<file path="src/rtl/fetch_pkg.sv">
// Shared definitions for the instruction-fetch stage: opcodes, FSM states and
// RV32 immediate extraction.
package fetch_pkg;

  localparam logic [6:0]  OP_BRANCH = 7'b1100011;
  localparam logic [6:0]  OP_JAL    = 7'b1101111;
  localparam logic [6:0]  OP_JALR   = 7'b1100111;
  localparam logic [31:0] INSTR_NOP = 32'h00000013;

  typedef enum logic [0:0] {
    FETCH     = 1'b0,
    WAIT_JALR = 1'b1
  } fetch_state_e;

  function automatic logic [6:0] get_opcode(input logic [31:0] instr);
    return instr[6:0];
  endfunction

  // Both return the immediate already sign-extended to 32 bits.
  function automatic logic [31:0] imm_j(input logic [31:0] instr);
    return {{12{instr[31]}}, instr[19:12], instr[20], instr[30:21], 1'b0};
  endfunction

  function automatic logic [31:0] imm_b(input logic [31:0] instr);
    return {{20{instr[31]}}, instr[7], instr[30:25], instr[11:8], 1'b0};
  endfunction

endpackage

</file>
<file path="src/rtl/fetch_fifo.sv">
// Power-of-two depth FIFO with synchronous reset (clears storage) and a flush
// that only rewinds the pointers and count.
module fetch_fifo #(
  parameter int DEPTH = 4,
  parameter int WIDTH = 8,
  localparam int PTR_W = $clog2(DEPTH),
  localparam int CNT_W = PTR_W + 1
) (
  input  logic             clk,
  input  logic             rst,
  input  logic             flush,
  input  logic             push,
  input  logic [WIDTH-1:0] wdata,
  input  logic             pop,
  output logic [WIDTH-1:0] rdata,
  output logic [CNT_W-1:0] count,
  output logic             full
);

  logic [WIDTH-1:0] mem_q [DEPTH];
  logic [WIDTH-1:0] mem_d [DEPTH];
  logic [PTR_W-1:0] wr_ptr_q, wr_ptr_d;
  logic [PTR_W-1:0] rd_ptr_q, rd_ptr_d;
  logic [CNT_W-1:0] count_q, count_d;
  logic             do_push, do_pop;

  assign full  = (count_q == CNT_W'(DEPTH));
  assign count = count_q;
  assign rdata = mem_q[rd_ptr_q];

  // Full is judged on the registered count, so a pop never frees a slot
  // for a push in the same cycle.
  assign do_push = push & ~full;
  assign do_pop  = pop & (count_q != '0);

  always_comb begin
    mem_d    = mem_q;
    wr_ptr_d = wr_ptr_q;
    rd_ptr_d = rd_ptr_q;
    count_d  = count_q;
    if (flush) begin
      wr_ptr_d = '0;
      rd_ptr_d = '0;
      count_d  = '0;
    end else begin
      if (do_push) begin
        mem_d[wr_ptr_q] = wdata;
        wr_ptr_d        = wr_ptr_q + PTR_W'(1);
      end
      if (do_pop) begin
        rd_ptr_d = rd_ptr_q + PTR_W'(1);
      end
      count_d = count_q + CNT_W'(do_push) - CNT_W'(do_pop);
    end
  end

  always_ff @(posedge clk) begin
    if (rst) begin
      mem_q    <= '{default: '0};
      wr_ptr_q <= '0;
      rd_ptr_q <= '0;
      count_q  <= '0;
    end else begin
      mem_q    <= mem_d;
      wr_ptr_q <= wr_ptr_d;
      rd_ptr_q <= rd_ptr_d;
      count_q  <= count_d;
    end
  end

endmodule

</file>
<file path="src/rtl/ifetch_buf.sv">
// Fetch stage: PC generation, static branch/jump prediction and fetch queue.
// Optional IFETCH_BTFN_EN: predict backward branches taken.
//
// state     | meaning
// FETCH     | reading imem and enqueueing one instruction per cycle
// WAIT_JALR | JALR queued, fetch stalled until decode supplies its target
module ifetch_buf
  import fetch_pkg::*;
#(
  parameter int              PC_W     = 32,
  parameter int              INSTR_W  = 32,
  parameter int              QDEPTH   = 4,
  parameter logic [PC_W-1:0] RESET_PC = '0
) (
  input  logic               clk,
  input  logic               pc_rst,
  output logic               imem_en,
  output logic [PC_W-1:0]    imem_addr,
  input  logic [INSTR_W-1:0] imem_rdata,
  output logic               out_valid,
  input  logic               out_ready,
  output logic [PC_W-1:0]    out_pc,
  output logic [INSTR_W-1:0] out_instr,
  output logic               out_take,
  input  logic               id_jalr,
  input  logic [PC_W-1:0]    id_reg_value,
  input  logic               predict_fail,
  input  logic [PC_W-1:0]    fail_pc
);

  localparam int ENT_W = PC_W + INSTR_W + 1;
  localparam int CNT_W = $clog2(QDEPTH) + 1;

  fetch_state_e      state_q, state_d;
  logic [PC_W-1:0]   pc_q, pc_d;
  logic              fetch_en;
  logic              take;
  logic [31:0]       instr32;
  logic              fifo_full;
  logic [CNT_W-1:0]  fifo_count;
  logic [ENT_W-1:0]  fifo_head;

  assign instr32 = imem_rdata[31:0];

  always_comb begin
    state_d  = state_q;
    pc_d     = pc_q;
    fetch_en = 1'b0;
    take     = 1'b0;
    if (predict_fail) begin
      pc_d    = fail_pc;
      state_d = FETCH;
    end else if (state_q == WAIT_JALR) begin
      if (id_jalr) begin
        pc_d    = id_reg_value & ~PC_W'(1);
        state_d = FETCH;
      end
    end else if (!fifo_full) begin
      fetch_en = 1'b1;
      pc_d     = pc_q + PC_W'(4);
      case (get_opcode(instr32))
        OP_JAL: begin
          take = 1'b1;
          pc_d = pc_q + PC_W'(signed'(imm_j(instr32)));
        end
        OP_BRANCH: begin
`ifdef IFETCH_BTFN_EN
          take = instr32[31];
`endif
          if (take) pc_d = pc_q + PC_W'(signed'(imm_b(instr32)));
        end
        OP_JALR: begin
          pc_d    = pc_q;
          state_d = WAIT_JALR;
        end
        default: ;
      endcase
    end
  end

  always_ff @(posedge clk) begin
    if (pc_rst) begin
      state_q <= FETCH;
      pc_q    <= RESET_PC;
    end else begin
      state_q <= state_d;
      pc_q    <= pc_d;
    end
  end

  assign imem_en   = fetch_en & ~pc_rst;
  assign imem_addr = pc_rst ? RESET_PC : pc_q;
  assign out_valid = (fifo_count != '0) & ~predict_fail & ~pc_rst;

  fetch_fifo #(
    .DEPTH (QDEPTH),
    .WIDTH (ENT_W)
  ) u_fifo (
    .clk   (clk),
    .rst   (pc_rst),
    .flush (predict_fail),
    .push  (imem_en),
    .wdata ({pc_q, imem_rdata, take}),
    .pop   (out_valid & out_ready),
    .rdata (fifo_head),
    .count (fifo_count),
    .full  (fifo_full)
  );

  assign {out_pc, out_instr, out_take} = fifo_head;

endmodule

</file>
<file path="config.mk">
export PLATFORM = sky130hd
export DESIGN_NAME = ifetch_buf
export DESIGN_NICKNAME = d
export VERILOG_FILES = /design/src/rtl/fetch_pkg.sv /design/src/rtl/fetch_fifo.sv /design/src/rtl/ifetch_buf.sv
export SDC_FILE = /design/constraint.sdc
export NUM_CORES = 1
export LEC_CHECK = 0
export ABC_AREA = 1
export CAP_MARGIN = 15
export CORE_UTILIZATION = 56
export DETAILED_ROUTE_END_ITERATION = 12
export PLACE_DENSITY = 0.81
export SLEW_MARGIN = 20
export SYNTH_ARGS = -nofsm -noshare
export SYNTH_HDL_FRONTEND = slang
export SYNTH_SLANG_ARGS = --single-unit
</file>
<file path="constraint.sdc">
create_clock -name clk -period 2.7 [get_ports clk]
set_clock_uncertainty 0.1 [all_clocks]
set_input_delay 0.405 -clock clk [delete_from_list [all_inputs] [get_ports clk]]
set_output_delay 0.405 -clock clk [all_outputs]
set_load 0.01 [all_outputs]
</file>
* Word level (Yosys, flattened, before mapping)
Cells that the tools add are included.
** Cells by class
- Add/sub/neg operators :: 6
- Reductions and logical operators :: 5
- Bitwise logic cells :: 11
- Multiplexer cells :: 23
- Equality and inequality tests :: 6
- $lt $le $gt $ge :: 3
** Operator list (number)
- $bwmux W260 :: 1
- $mux W65 :: 3
- $mux W32 :: 5
- $bmux W65 S2 :: 1
- $demux W65 S2 :: 1
- $pmux W32 S2 :: 1
- $add A32 B3 Y32 const B :: 1
- $add A32 B32 Y32 :: 1
- $eq A7 B7 Y1 const B :: 2
- $mux W1 :: 11
- $ne A3 B3 Y1 const B :: 3
- $and A1 B1 Y1 :: 6
- $ge A3 B3 Y1 const B :: 2
- $not A2 Y3 :: 2
- $add A2 B1 Y2 const B :: 2
- $add A3 B1 Y3 :: 1
- $eq A3 B3 Y1 const B :: 1
- $lt A3 B1 Y1 const B :: 1
- $not A1 Y1 :: 3
- $reduce_and A3 Y1 :: 1
- $reduce_bool A3 Y1 :: 1
- $sub A3 B1 Y3 :: 1
- $reduce_and A2 Y1 :: 1
- $reduce_or A2 Y1 :: 1
- $logic_and A1 B1 Y1 :: 1
** Word-level totals
- Word-level logic and storage cells :: 63
- Output and inout bits :: 99
- Register bits after elaboration :: 300
- Input bits :: 101

* Depth between registers and ports, before layout
Gate-level depths: netlist of the first run.
- Word-level depth :: 8
- Depth in mapped cells :: 16
- Gate-level depth less buffers :: 16

* By module
Synthesis of the first run repeated with hierarchy kept, for this count alone.
** Second synthesis, totals
- Cell total of the unflattened synthesis :: 2966
- Area total of the unflattened synthesis :: 17553.1 um^2
** Modules (own cells, without submodules)
- fetch_fifo :: times used 1, area each 12590.8 um^2, cells an instance 2068
- ifetch_buf :: times used 1, area each 4962.3 um^2, cells an instance 898

* Least setup slack after synthesis of the first run
Ideal clock, no wire load.
- Kind :: input to register
- Start point :: input port pc_rst
- End point :: register u_fifo.count_q[2], in the netlist u_fifo.count[2]
- Stages on the path :: 12
- Path buffers :: 1
- Setup time :: 0.120 ns
- Required time :: 2.480 ns
- Arrival :: 2.116 ns
- Path slack :: 0.365 ns
- Cell sequence :: buf_2 -> nor2_1 -> inv_2 -> nor2_1 -> nand2_1 -> inv_1 -> ha_1 -> inv_1 -> ha_1 -> fa_1 -> xnor2_1 -> nor2_1
** On the way
- Longest elaborated chain between the ends :: 5
** RTL lines
- start, declared :: RTL line ifetch_buf.sv:16 : input logic pc_rst,
- $not A1 Y1 :: RTL line ifetch_buf.sv:93 : assign out_valid = (fifo_count != '0) & ~predict_fail & ~pc_rst;
- $and A1 B1 Y1 :: RTL line ifetch_buf.sv:93
- net out_valid :: RTL line ifetch_buf.sv:20 : output logic out_valid,
- $and A1 B1 Y1 :: RTL line ifetch_buf.sv:104 : .pop (out_valid & out_ready),
- $and A1 B1 Y1 :: RTL line fetch_fifo.sv:34 : assign do_pop = pop & (count_q != '0);
- net u_fifo.do_pop :: RTL line fetch_fifo.sv:25 : logic do_push, do_pop;
- $sub A3 B1 Y3 :: RTL line fetch_fifo.sv:53 : count_d = count_q + CNT_W'(do_push) - CNT_W'(do_pop);
- end signal, assigned :: RTL line fetch_fifo.sv:67 : count_q <= count_d;
- end, declared :: RTL line fetch_fifo.sv:24 : logic [CNT_W-1:0] count_q, count_d;
The timed path passes the listed nets, and every way through them passes these cells.
A chain may end at the register's enable or synchronous reset.

* Worst setup path in the final report of the first run
- Start point :: register u_fifo.rd_ptr_q[0]
- End point :: output port out_pc[0]
** On the way
- Longest elaborated chain between the ends :: 4
** RTL lines
- start, declared :: RTL line fetch_fifo.sv:23 : logic [PTR_W-1:0] rd_ptr_q, rd_ptr_d;
- start signal, assigned :: RTL line fetch_fifo.sv:66 : rd_ptr_q <= rd_ptr_d;
- $not A2 Y3 (not written as such) :: RTL line fetch_fifo.sv:29 : assign rdata = mem_q[rd_ptr_q];
- $bmux W65 S2 :: RTL line fetch_fifo.sv:29
- $mux W65 (not written as such) (2 in series) :: RTL line fetch_fifo.sv:29
- end, declared :: RTL line ifetch_buf.sv:22 : output logic [PC_W-1:0] out_pc,
No other way between the ends. The select of a mux whose other input is x is not followed.

==> results of run 1 <==
## state kept, by name, summed over array words and instances (netlist names)
name / count
u_fifo.count: 3
state_q: 1
u_fifo.mem_q: 260
u_fifo.rd_ptr_q: 2
pc_q: 32
u_fifo.wr_ptr_q: 2
## worst max path at each step
| stage | to |
|---|---|
| floorplan | u_fifo.count[2]$_SDFF_PP0_ |
| global placement | pc_q[17]$_SDFFE_PP0P_ |
| detailed placement | pc_q[17]$_SDFFE_PP0P_ |
| CTS | out_instr[22] |
| global route | out_pc[0] |
| finish | out_pc[0] |
## Yosys cell counts (4+ instances only)
| cell | n |
|---|---|
| a21o_1 | 4 |
| a21oi_1 | 63 |
| buf_1 | 7 |
| buf_2 | 47 |
| buf_4 | 10 |
| clkbuf_1 | 85 |
| clkinv_1 | 6 |
| dfxtp_1 | 300 |
| ha_1 | 37 |
| inv_1 | 126 |
| inv_2 | 9 |
| nand2_1 | 554 |
| nand3_1 | 253 |
| nand4_1 | 11 |
| nor2_1 | 261 |
| nor2_4 | 4 |
| nor3_1 | 28 |
| o21ai_0 | 283 |
| o21ai_1 | 67 |
| o21bai_1 | 7 |
| o22ai_1 | 87 |
| or2_2 | 4 |
| xnor2_1 | 4 |
| xor2_1 | 23 |
## routing by layer
layer	vias up	share of wire, %
li1	8297	-
met1	8351	38
met2	1119	47
met3	249	9.4
met4	0	5.8
met5	-	0
## cell type report
cell class                      count  share of cell area (%)
Tap cell                          372                    2.29
Timing Repair Buffer              383                    19.0
Clock buffer                       47                    4.31
Clock inverter                      8                   0.794
Inverter                          141                    2.68
Sequential cell                   300                    29.6
Multi-Input combinational cell   1730                    41.3
## through the flow
| step | worst slack [ns] | TNS [ns] |
|---|---|---|
| after floorplan | 0.365 | 0 |
| after global placement | -0.179 | -0.917 |
| after detailed placement | -0.218 | -1.40 |
| after CTS | -0.0981 | -0.447 |
| after global routing | -0.0864 | -0.117 |
| final | -0.0332 | -0.0368 |
## kinds of logic after synthesis
| kind of cell | count (synthesis) | share of synthesized area, % |
|---|---|---|
| AO/OA/AOI/OAI | 532 | 18.4 |
| XOR/XNOR | 27 | 1.52 |
| adder cells (fa/ha/maj) | 39 | 3.24 |
| buffers and inverters | 291 | 7.66 |
| flip-flops | 300 | 38.6 |
| multiplexers | 1 | 0.0724 |
| AND/OR/NAND/NOR | 1131 | 30.5 |
## tightest hold or removal path: stages
cell and delay (ns):
clkdlybuf4s50_1 0.43, nand2_1 0.07, o21ai_0 0.07
## where the power goes
group	internal, mW	switching, mW
sequential	4.59	0.144
combinational	0.826	1.09
clock	2.62	1.82
total	8.03	3.06
## repair_timing
| item | in CTS | in global routing |
|---|---|---|
| setup buffers | 0 | 6 |
| gates resized for setup | 37 | 71 |
| hold buffers | 0 | 0 |
| pin swaps | 1 | 1 |
| gates cloned | 2 | 3 |
| endpoints found under the setup margin | 62 | 72 |
==> flow_summary.yaml, run 1 <==
synth:
  synth_top_cell_by_area: "dfxtp_1"
  synth_fp_nets: 2461
  synth_top_flop_cell: "dfxtp_1"
  netlist_area_mm2: 0.0155
  netlist.area_leader.share_pct: 38.6
  synthCells: 2321
  synth_edf_count: 0
  yosys_warnings: 0
  ys_seq_elements: 300
  avgSynthCellArea_um2: 6.70
  yosysSeqAreaShare_pct: 38.6
  synthDistinctLibCells: 47
  synth-async-reset-ratio_pct: 0
  synth.area.top_cells: "dfxtp_1 (39%), nand2_1 (13%), o21ai_0 (9.1%)"
final_layout:
  finalNetCount: 2727
  multiInputGateArea_mm2: 0.00839
  layout_commonest_cell: "nand2_1"
  syn_to_final_growth_pct: 30.8
  seq_area_mm2: 0.00602
  post-route-cell-area_mm2: 0.0203
  drive_gt1_share_pct: 10.6
  diodes: 0
  fill_cells: 2087
  layout_common_cells: "nand2_1 (554), dfxtp_1 (291), o21ai_0 (276)"
  stdcell_count: 2981
  final_core_util_pct: 75.0
grt:
  grt_pass1_vias: 16600
  track_usage_pct: 39.6
  grt_util_met3_pct: 6.10
  use_met1_pct: 48.3
  grt_use_met2_pct: 67.6
  antenna_found_initial: 0
  grt_first_pass_wirelength_um: 88900
  grt_start_max_net_pins: 74
  top_usage_layer: "met2"
  grt-ovfl-total: 0
routing:
  dr.pass1.iters: 7
  vias: 18000
  routed_wl_um: 59400
  drc: 0
  drt-initial-drc-count: 2303
  wl_per_cell_um: 19.9
  vias_per_cell: 6.04
  antenna_left: 0
sta:
  setup_viol: 2
  hold_violations: 0
  finalCriticalPeriod_ns: 2.73
  fmax_mhz: 366
  timing.hold.ws_ns: 0.359
  worst_slew_pin_slew_ns: 0.501
  setup_ws_ns: -0.0332
  drv_slew: 0
  min_period_over_period_pct: 101
  rsz0062_at_grt: "yes"
  maxSlewHeadroom_pct: 66.5
floorplan:
  die_area_mm2: 0.0284
  die-width_um: 169
  die_h_um: 169
  core-area_mm2: 0.0271
  start_util_pct: 57.3
  ios: 200
  rows: 60
setup_path:
  timing.rr.start: "pc_q[8]$_SDFFE_PP0P_"
  slowest_delay_ns: 0.59
  cp.depth: 4
  critPathSlowestCell: "clkdlybuf4s50_1"
  crit_required_ns: 2.19
  path_max_fanout: 41
  cp-startpoint: "u_fifo.rd_ptr_q[0]$_SDFFE_PP0P_"
  rr_endpoint: "pc_q[28]$_SDFFE_PP0P_"
  critPathKind: "reg2out"
  end_kind: "output pin"
  crit_family: "buffers and inverters"
  cp.arrival_ns: 2.23
  critPathBufInv: 2
  start_kind: "register"
  crit_chain: "buf_12, o21ai_0, o22ai_1, clkdlybuf4s50_1"
  worstRegToRegCells: 10
  rrSetupSlack_ns: 0.20
min_path:
  min_from: "imem_rdata[4]"
  worstHoldPathType: "in2reg"
  hold_end: "u_fifo.mem_q[135]$_SDFFE_PP0P_"
  holdPathStages: 3
pwr:
  report.power.total_mw: 11.1
  vdd_drop_max_v: 0.000563
  p_leak_nw: 9.57
  powerDensity_mw_per_mm2: 546
cts:
  cts_inserted_buffers: 31
  htreeDepth: 1
  clock_sinks: 300
  cts_buffer_depth: 3
  clkLatencyLatePin_ns: 0.58
  cts_tree: "done"
  cts_root_buffer: "clkbuf_16"
  clk_pin_slew_worst_paths_ns: 0.06
place:
  dp.final_hpwl_um: 40300
  place_area_mm2: 0.0189
  placed_cells: 2915
  io_buffer_count: 198
  routabilityCongestion: 1.03
job:
  cap_violations: 0
run_status:
  status: "finished, violations left"
  violations: "negative setup slack"
(Power assumes the default switching activity.)
==> inputs of run 2 (changes only) <==
--- a/config.mk
+++ b/config.mk
@@ -7,9 +7,12 @@
 export LEC_CHECK = 0
 export ABC_AREA = 1
 export CAP_MARGIN = 15
-export CORE_UTILIZATION = 56
+export CELL_PAD_IN_SITES_DETAIL_PLACEMENT = 0
+export CELL_PAD_IN_SITES_GLOBAL_PLACEMENT = 2
+export CORE_UTILIZATION = 35
 export DETAILED_ROUTE_END_ITERATION = 12
-export PLACE_DENSITY = 0.81
+export DONT_BUFFER_PORTS = 1
+export PLACE_DENSITY_LB_ADDON = 0.1
 export SLEW_MARGIN = 20
 export SYNTH_ARGS = -nofsm -noshare
 export SYNTH_HDL_FRONTEND = slang
==> run 2 against run 1 <==
The flow now finishes without violations; count of clock-buffer cells in the layout increased by 8; sequential power about the same; via count decreased by 13%; combinational power decreased by 26%.
==> flow_summary.yaml, run 2 (same netlist as run 1, synthesis figures left out) <==
routing:
  drt-initial-drc-count: 1063
  top_layer: "met4"
  antenna_left: 0
  wl_met3_um: 3500
  vias: 15600
  vias_per_cell: 5.29
  dr_wl_met2_um: 28200
  wl_per_cell_um: 20.2
  wl_met1_um: 26000
  dr.pass1.iters: 5
  routed_wl_um: 59600
  drc: 0
place:
  routabilityCongestion: 0.914
  place_area_mm2: 0.0164
  io_buffer_count: 0
  dp.final_hpwl_um: 41200
cts:
  clkLatencyLatePin_ns: 0.55
  cts_resized: 0
  cts_inserted_buffers: 38
  cts_root_buffer: "clkbuf_16"
  htreeDepth: 2
  hold_buffers: 38
  clock_sinks: 300
  post_cts_buffers: 0
  cts_buffer_depth: 3
  cts_tree: "done"
  clk_pin_slew_worst_paths_ns: 0.06
final_layout:
  seq_area_mm2: 0.00601
  largest_reg_flops: 260
  drive_gt1_share_pct: 7.78
  finalNetCount: 2475
  regMostFlops: "u_fifo.mem_q"
  multiInputGateArea_mm2: 0.00837
  syn_to_final_growth_pct: 16.3
  layout_commonest_cell: "nand2_1"
  post-route-cell-area_mm2: 0.0181
  layout_common_cells: "nand2_1 (554), dfxtp_1 (298), o21ai_0 (283)"
  fill_cells: 4694
pwr:
  p_leak_nw: 7.73
  report.power.total_mw: 11.1
  vdd_drop_max_v: 0.000436
  powerDensity_mw_per_mm2: 617
grt:
  track_usage_pct: 26.3
  grt-ovfl-total: 0
  grt_start_max_net_pins: 105
  grt_first_pass_wirelength_um: 89500
  antenna_found_initial: 2
  grt_pass1_vias: 14700
sta:
  tns_ns: 0
  finalCriticalPeriod_ns: 2.57
  drv_slew: 0
  rsz0062_at_grt: "no"
  timing.hold.ws_ns: 0.0258
  hold_violations: 0
  fmax_mhz: 390
  min_period_over_period_pct: 95.0
  setup_viol: 0
  worst_slew_pin_slew_ns: 0.620
  maxSlewHeadroom_pct: 58.4
setup_path:
  end_kind: "output pin"
  crit_family: "buffers and inverters"
  critPathKind: "reg2out"
  path_max_fanout: 38
  start_kind: "register"
  critPathBufInv: 3
  crit_chain: "inv_4, buf_12, o21ai_0, o22ai_1, buf_4"
  critPathSlowestCell: "dfxtp_4"
  crit_required_ns: 2.19
  cp.arrival_ns: 2.06
  slowest_delay_ns: 0.37
floorplan:
  start_util_pct: 35.8
  rows: 76
  die_h_um: 213
  core-area_mm2: 0.0435
  die-width_um: 213
  die_area_mm2: 0.0453
  ios: 200
job:
  cap_violations: 0
min_path:
  worstHoldPathType: "in2reg"
run_status:
  status: "completed"
-- run 2: cell count changes in the layout (fill, tap and decap cells not counted), sizes merged, moves of 6 or more --
cell / previous run / this run
clkdlybuf4s50: 135 / 0
clkbuf: 49 / 55
dlygate4sd3: 0 / 38
buf: 182 / 86
clkinv: 7 / 17
dlygate4sd2: 20 / 0
dlymetal6s2s: 43 / 0
-- run 2: path summary, 6_finish.rpt --
path | startpoint | slack (ns) | depth (start not counted) | to
setup / recovery | u_fifo.rd_ptr_q[0]$_SDFFE_PP0P_ | 0.13 | 5 | out_pc[20]
hold / removal | id_reg_value[7] | 0.03 | 2 | pc_q[7]$_SDFFE_PP0P_
setup reg to reg | pc_q[1]$_SDFFE_PP0P_ | 0.29 | 13 | pc_q[21]$_SDFFE_PP0P_
hold reg to reg | u_fifo.mem_q[73]$_SDFFE_PP0P_ | 0.36 | 2 | u_fifo.mem_q[73]$_SDFFE_PP0P_
-- run 2: worst reg2reg max path, stage by stage (launching register included) --
cell	delay, ns
dfxtp_1	0.38
ha_1	0.23
inv_1	0.08
fa_1	0.43
o21bai_1	0.31
nand3_1	0.11
nand2_1	0.19
nand3_1	0.13
nand2_1	0.08
nand2_1	0.04
nand3_1	0.07
nand2_1	0.05
nand2_1	0.05
nand2_1	0.04
-- run 2: power by group --
group	internal (mW)	switching (mW)
combinational	0.460	0.970
clock	2.97	2.04
sequential	4.59	0.117
-- run 2: metal layers --
layer / vias up / track usage (%)
li1: 7782 / -
met1: 7298 / 33.1
met2: 441 / 44.6
met3: 87 / 4.71
met4: 0 / 9.85
met5: - / 0
-- run 2: metrics by stage --
| step | std cells | setup WS (ns) | util, % |
|---|---|---|---|
| 3_3_place_gp | 2842 | 0.325 | 37.8 |
| 4_1_cts | 2949 | 0.121 | 41.6 |
| 3_5_place_dp | 2842 | 0.320 | 37.8 |
| 6_report | 2950 | 0.134 | 41.6 |
| 5_1_grt | 2949 | 0.0437 | 41.6 |
| 2_1_floorplan | 2321 | 0.365 | - |
-- run 2: area by class of cell --
type,count,area share [%]
Multi-Input combinational cell,1730,46.3
Sequential cell,300,33.3
Timing Repair Buffer,124,6.51
Clock buffer,55,6.34
Tap cell,585,4.05
Inverter,141,2.98
Clock inverter,14,0.547
Antenna cell,1,0.0138
==> inputs of run 3 (changes only) <==
--- a/config.mk
+++ b/config.mk
@@ -9,11 +9,13 @@
 export CAP_MARGIN = 15
 export CELL_PAD_IN_SITES_DETAIL_PLACEMENT = 0
 export CELL_PAD_IN_SITES_GLOBAL_PLACEMENT = 2
-export CORE_UTILIZATION = 35
+export CORE_UTILIZATION = 34
 export DETAILED_ROUTE_END_ITERATION = 12
 export DONT_BUFFER_PORTS = 1
+export HOLD_SLACK_MARGIN = 0.05
 export PLACE_DENSITY_LB_ADDON = 0.1
 export SLEW_MARGIN = 20
 export SYNTH_ARGS = -nofsm -noshare
 export SYNTH_HDL_FRONTEND = slang
+export SYNTH_HIERARCHICAL = 1
 export SYNTH_SLANG_ARGS = --single-unit
==> run 3 against run 2 <==
Final cell count up 28%; critical path depth unchanged; critical path type unchanged; worst hold slack better by 0.048 ns; highest routed layer is now met5.
==> flow_summary.yaml, run 3 <==
pwr:
  p_sw_mw: 3.10
  p_clk_share_pct: 46.4
  combPwrFrac_pct: 13.3
  power.share.sequential_pct: 40.3
  swShare_pct: 27.1
  report.power.total_mw: 11.4
  powerDensity_mw_per_mm2: 543
  p_leak_nw: 10.9
  p_int_mw: 8.34
  vdd_drop_max_v: 0.000387
setup_path:
  timing.rr.start: "state_q$_SDFF_PP0_"
  cp-startpoint: "u_fifo/rd_ptr_q[1]$_SDFFE_PP0P_"
  critPathSlowestCell: "dfxtp_1"
  critPathKind: "reg2out"
  crit_chain: "inv_6, buf_12, a21oi_1, a21oi_1, buf_4"
  cp.arrival_ns: 2.03
  crit_required_ns: 2.19
  crit_family: "buffers and inverters"
  cp.depth: 5
  endpoint: "out_pc[2]"
  rrSetupSlack_ns: 0.20
  end_kind: "output pin"
  path_common_cell: "a21oi_1"
  rr_endpoint: "pc_q[11]$_SDFFE_PP0P_"
  slowest_delay_ns: 0.36
  critPathBufInv: 3
  worstRegToRegCells: 9
  start_kind: "register"
  path_max_fanout: 44
cts:
  cts_root_buffer: "clkbuf_16"
  cts_inserted_buffers: 39
  clock_sinks: 300
  cts_tree: "done"
  htreeDepth: 2
  cts_buffer_depth: 3
  clkLatencyLatePin_ns: 0.55
  clk_pin_slew_worst_paths_ns: 0.05
  post_cts_buffers: 0
grt:
  grt_first_pass_wirelength_um: 97700
  grt-ovfl-total: 0
  grt_pass1_vias: 16300
  grt_start_max_net_pins: 95
  antenna_found_initial: 4
  track_usage_pct: 23.9
final_layout:
  finalNetCount: 3203
  syn_to_final_growth_pct: 19.9
  regMostFlops: "u_fifo/mem_q"
  largest_reg_flops: 260
  drive_gt1_share_pct: 7.70
  layout_common_cells: "nand2_1 (867), nor2_1 (658), inv_1 (373)"
  layout_commonest_cell: "nand2_1"
synth:
  synthDistinctLibCells: 51
  synthCells: 2966
  synth_edf_count: 0
  synth-async-reset-ratio_pct: 0
  synth_top_flop_cell: "dfxtp_1"
  synth.area.top_cells: "dfxtp_1 (34%), nand2_1 (19%), nor2_1 (14%)"
  yosys_warnings: 6
  synth_fp_nets: 3106
  ys_seq_elements: 300
  netlist_area_mm2: 0.0176
  netlist.area_leader.share_pct: 34.2
  yosysSeqAreaShare_pct: 34.2
  avgSynthCellArea_um2: 5.92
  synth_most_common_cell: "nand2_1"
  netlist_top_cells_count: "nand2_1 (867), nor2_1 (658), inv_1 (374)"
  synth_top_cell_by_area: "dfxtp_1"
place:
  routabilityCongestion: 0.864
  place_ws_ns: 0.216
  io_buffer_count: 0
  dp.final_hpwl_um: 43100
routing:
  vias: 17800
  wl_per_cell_um: 17.0
  antenna_left: 0
  dr.pass1.iters: 5
  drc: 0
  routed_wl_um: 64100
  vias_per_cell: 4.73
  drt-initial-drc-count: 1179
sta:
  finalCriticalPeriod_ns: 2.54
  drv_slew: 0
  rsz0062_at_grt: "no"
  tns_ns: 0
  worst_slew_pin_slew_ns: 0.673
  maxSlewHeadroom_pct: 55.1
  fmax_mhz: 394
  min_period_over_period_pct: 93.9
  setup_ws_ns: 0.165
  hold_violations: 0
  setup_viol: 0
floorplan:
  die-width_um: 229
  core-area_mm2: 0.0506
  rows: 82
  ios: 200
  die_h_um: 229
  start_util_pct: 34.7
  die_area_mm2: 0.0525
min_path:
  worstHoldPathType: "in2reg"
job:
  cap_violations: 0
run_status:
  status: "completed"
-- run 3: cell count changes after synthesis, sizes merged, moves of 11 or more --
cell / before / now
nor2: 269 / 665
nand2: 557 / 873
o21ai: 350 / 101
inv: 135 / 382
nand3: 253 / 63
a21oi: 64 / 253
o22ai: 87 / 23
clkbuf: 86 / 75
-- run 3: cell families (layout without fill, tap and decap cells) --
group,after synthesis,after routing,synth area share (%)
xor gates and xnor gates,23,23,1.15
other,0,3,0
AOI/OAI and AO/OA,408,408,12.4
DFF,300,300,34.2
and+or+nand+nor,1662,1662,37.5
adders and majority gates,39,39,2.87
buffers and inverters,534,660,11.9
-- run 3: power groups by stage --
stage               clock, mW  sequential [mW]  combinational (mW)
global placement            0             4.71                1.37
global route             5.63             4.62                1.69
finish                   5.31             4.62                1.52
detailed placement          0             4.71                1.38
floorplan                   0             4.72               0.863
CTS                      5.47             4.62                1.52
-- run 3: metrics by stage --
step	instances	hold slack, ns	utilization [%]	instance area [um2]
3_3_place_gp	3615	0.395	37.3	18900
6_report	3767	0.0740	41.6	21100
3_5_place_dp	3615	0.397	37.3	18900
4_1_cts	3763	0.0502	41.5	21000
2_1_floorplan	2966	0.357	-	17600
5_1_grt	3764	0.0519	41.6	21000
-- run 3: what timing repair did --
action	in CTS	in global routing
hold endpoints to repair	167	0
setup endpoints to repair	15	29
hold buffers	78	0
resized for setup	3	9
gates cloned	0	1
-- run 3: worst min path at each step --
stage	to	start	depth (start not counted)	slack, ns
floorplan	u_fifo/rd_ptr_q[1]$_SDFFE_PP0P_	u_fifo/rd_ptr_q[1]$_SDFFE_PP0P_	2	0.36
global placement	u_fifo/mem_q[114]$_SDFFE_PP0P_	u_fifo/mem_q[114]$_SDFFE_PP0P_	4	0.40
detailed placement	u_fifo/mem_q[122]$_SDFFE_PP0P_	u_fifo/mem_q[122]$_SDFFE_PP0P_	4	0.40
CTS	pc_q[25]$_SDFFE_PP0P_	predict_fail	2	0.05
global route	pc_q[25]$_SDFFE_PP0P_	predict_fail	2	0.05
finish	pc_q[29]$_SDFFE_PP0P_	fail_pc[29]	4	0.07
-- run 3: layout make-up --
class                   instances  area, um2
diodes                          3       7.51
clock buffers                  63       1180
clock inverters                 7        116
fillers                      5412      29500
inverters                     386       1480
multi-input cells            2132       9470
flip-flops and latches        300       6010
well taps                     672        841
repair buffers                204       1950
-- run 3: worst min-delay path, stage by stage --
cell,delay [ns]
o22ai_1,0.07
nor2_1,0.12
nand2_1,0.06
nand2_1,0.04
-- run 3: layer usage --
metal / global-route usage [%] / up-vias / routed length (um)
met3: 3.69 / 83 / 3430
met1: 32.4 / 8052 / 30000
li1: - / 9283 / -
met5: 0 / - / 17
met2: 38.7 / 390 / 28900
met4: 7.50 / 2 / 1700
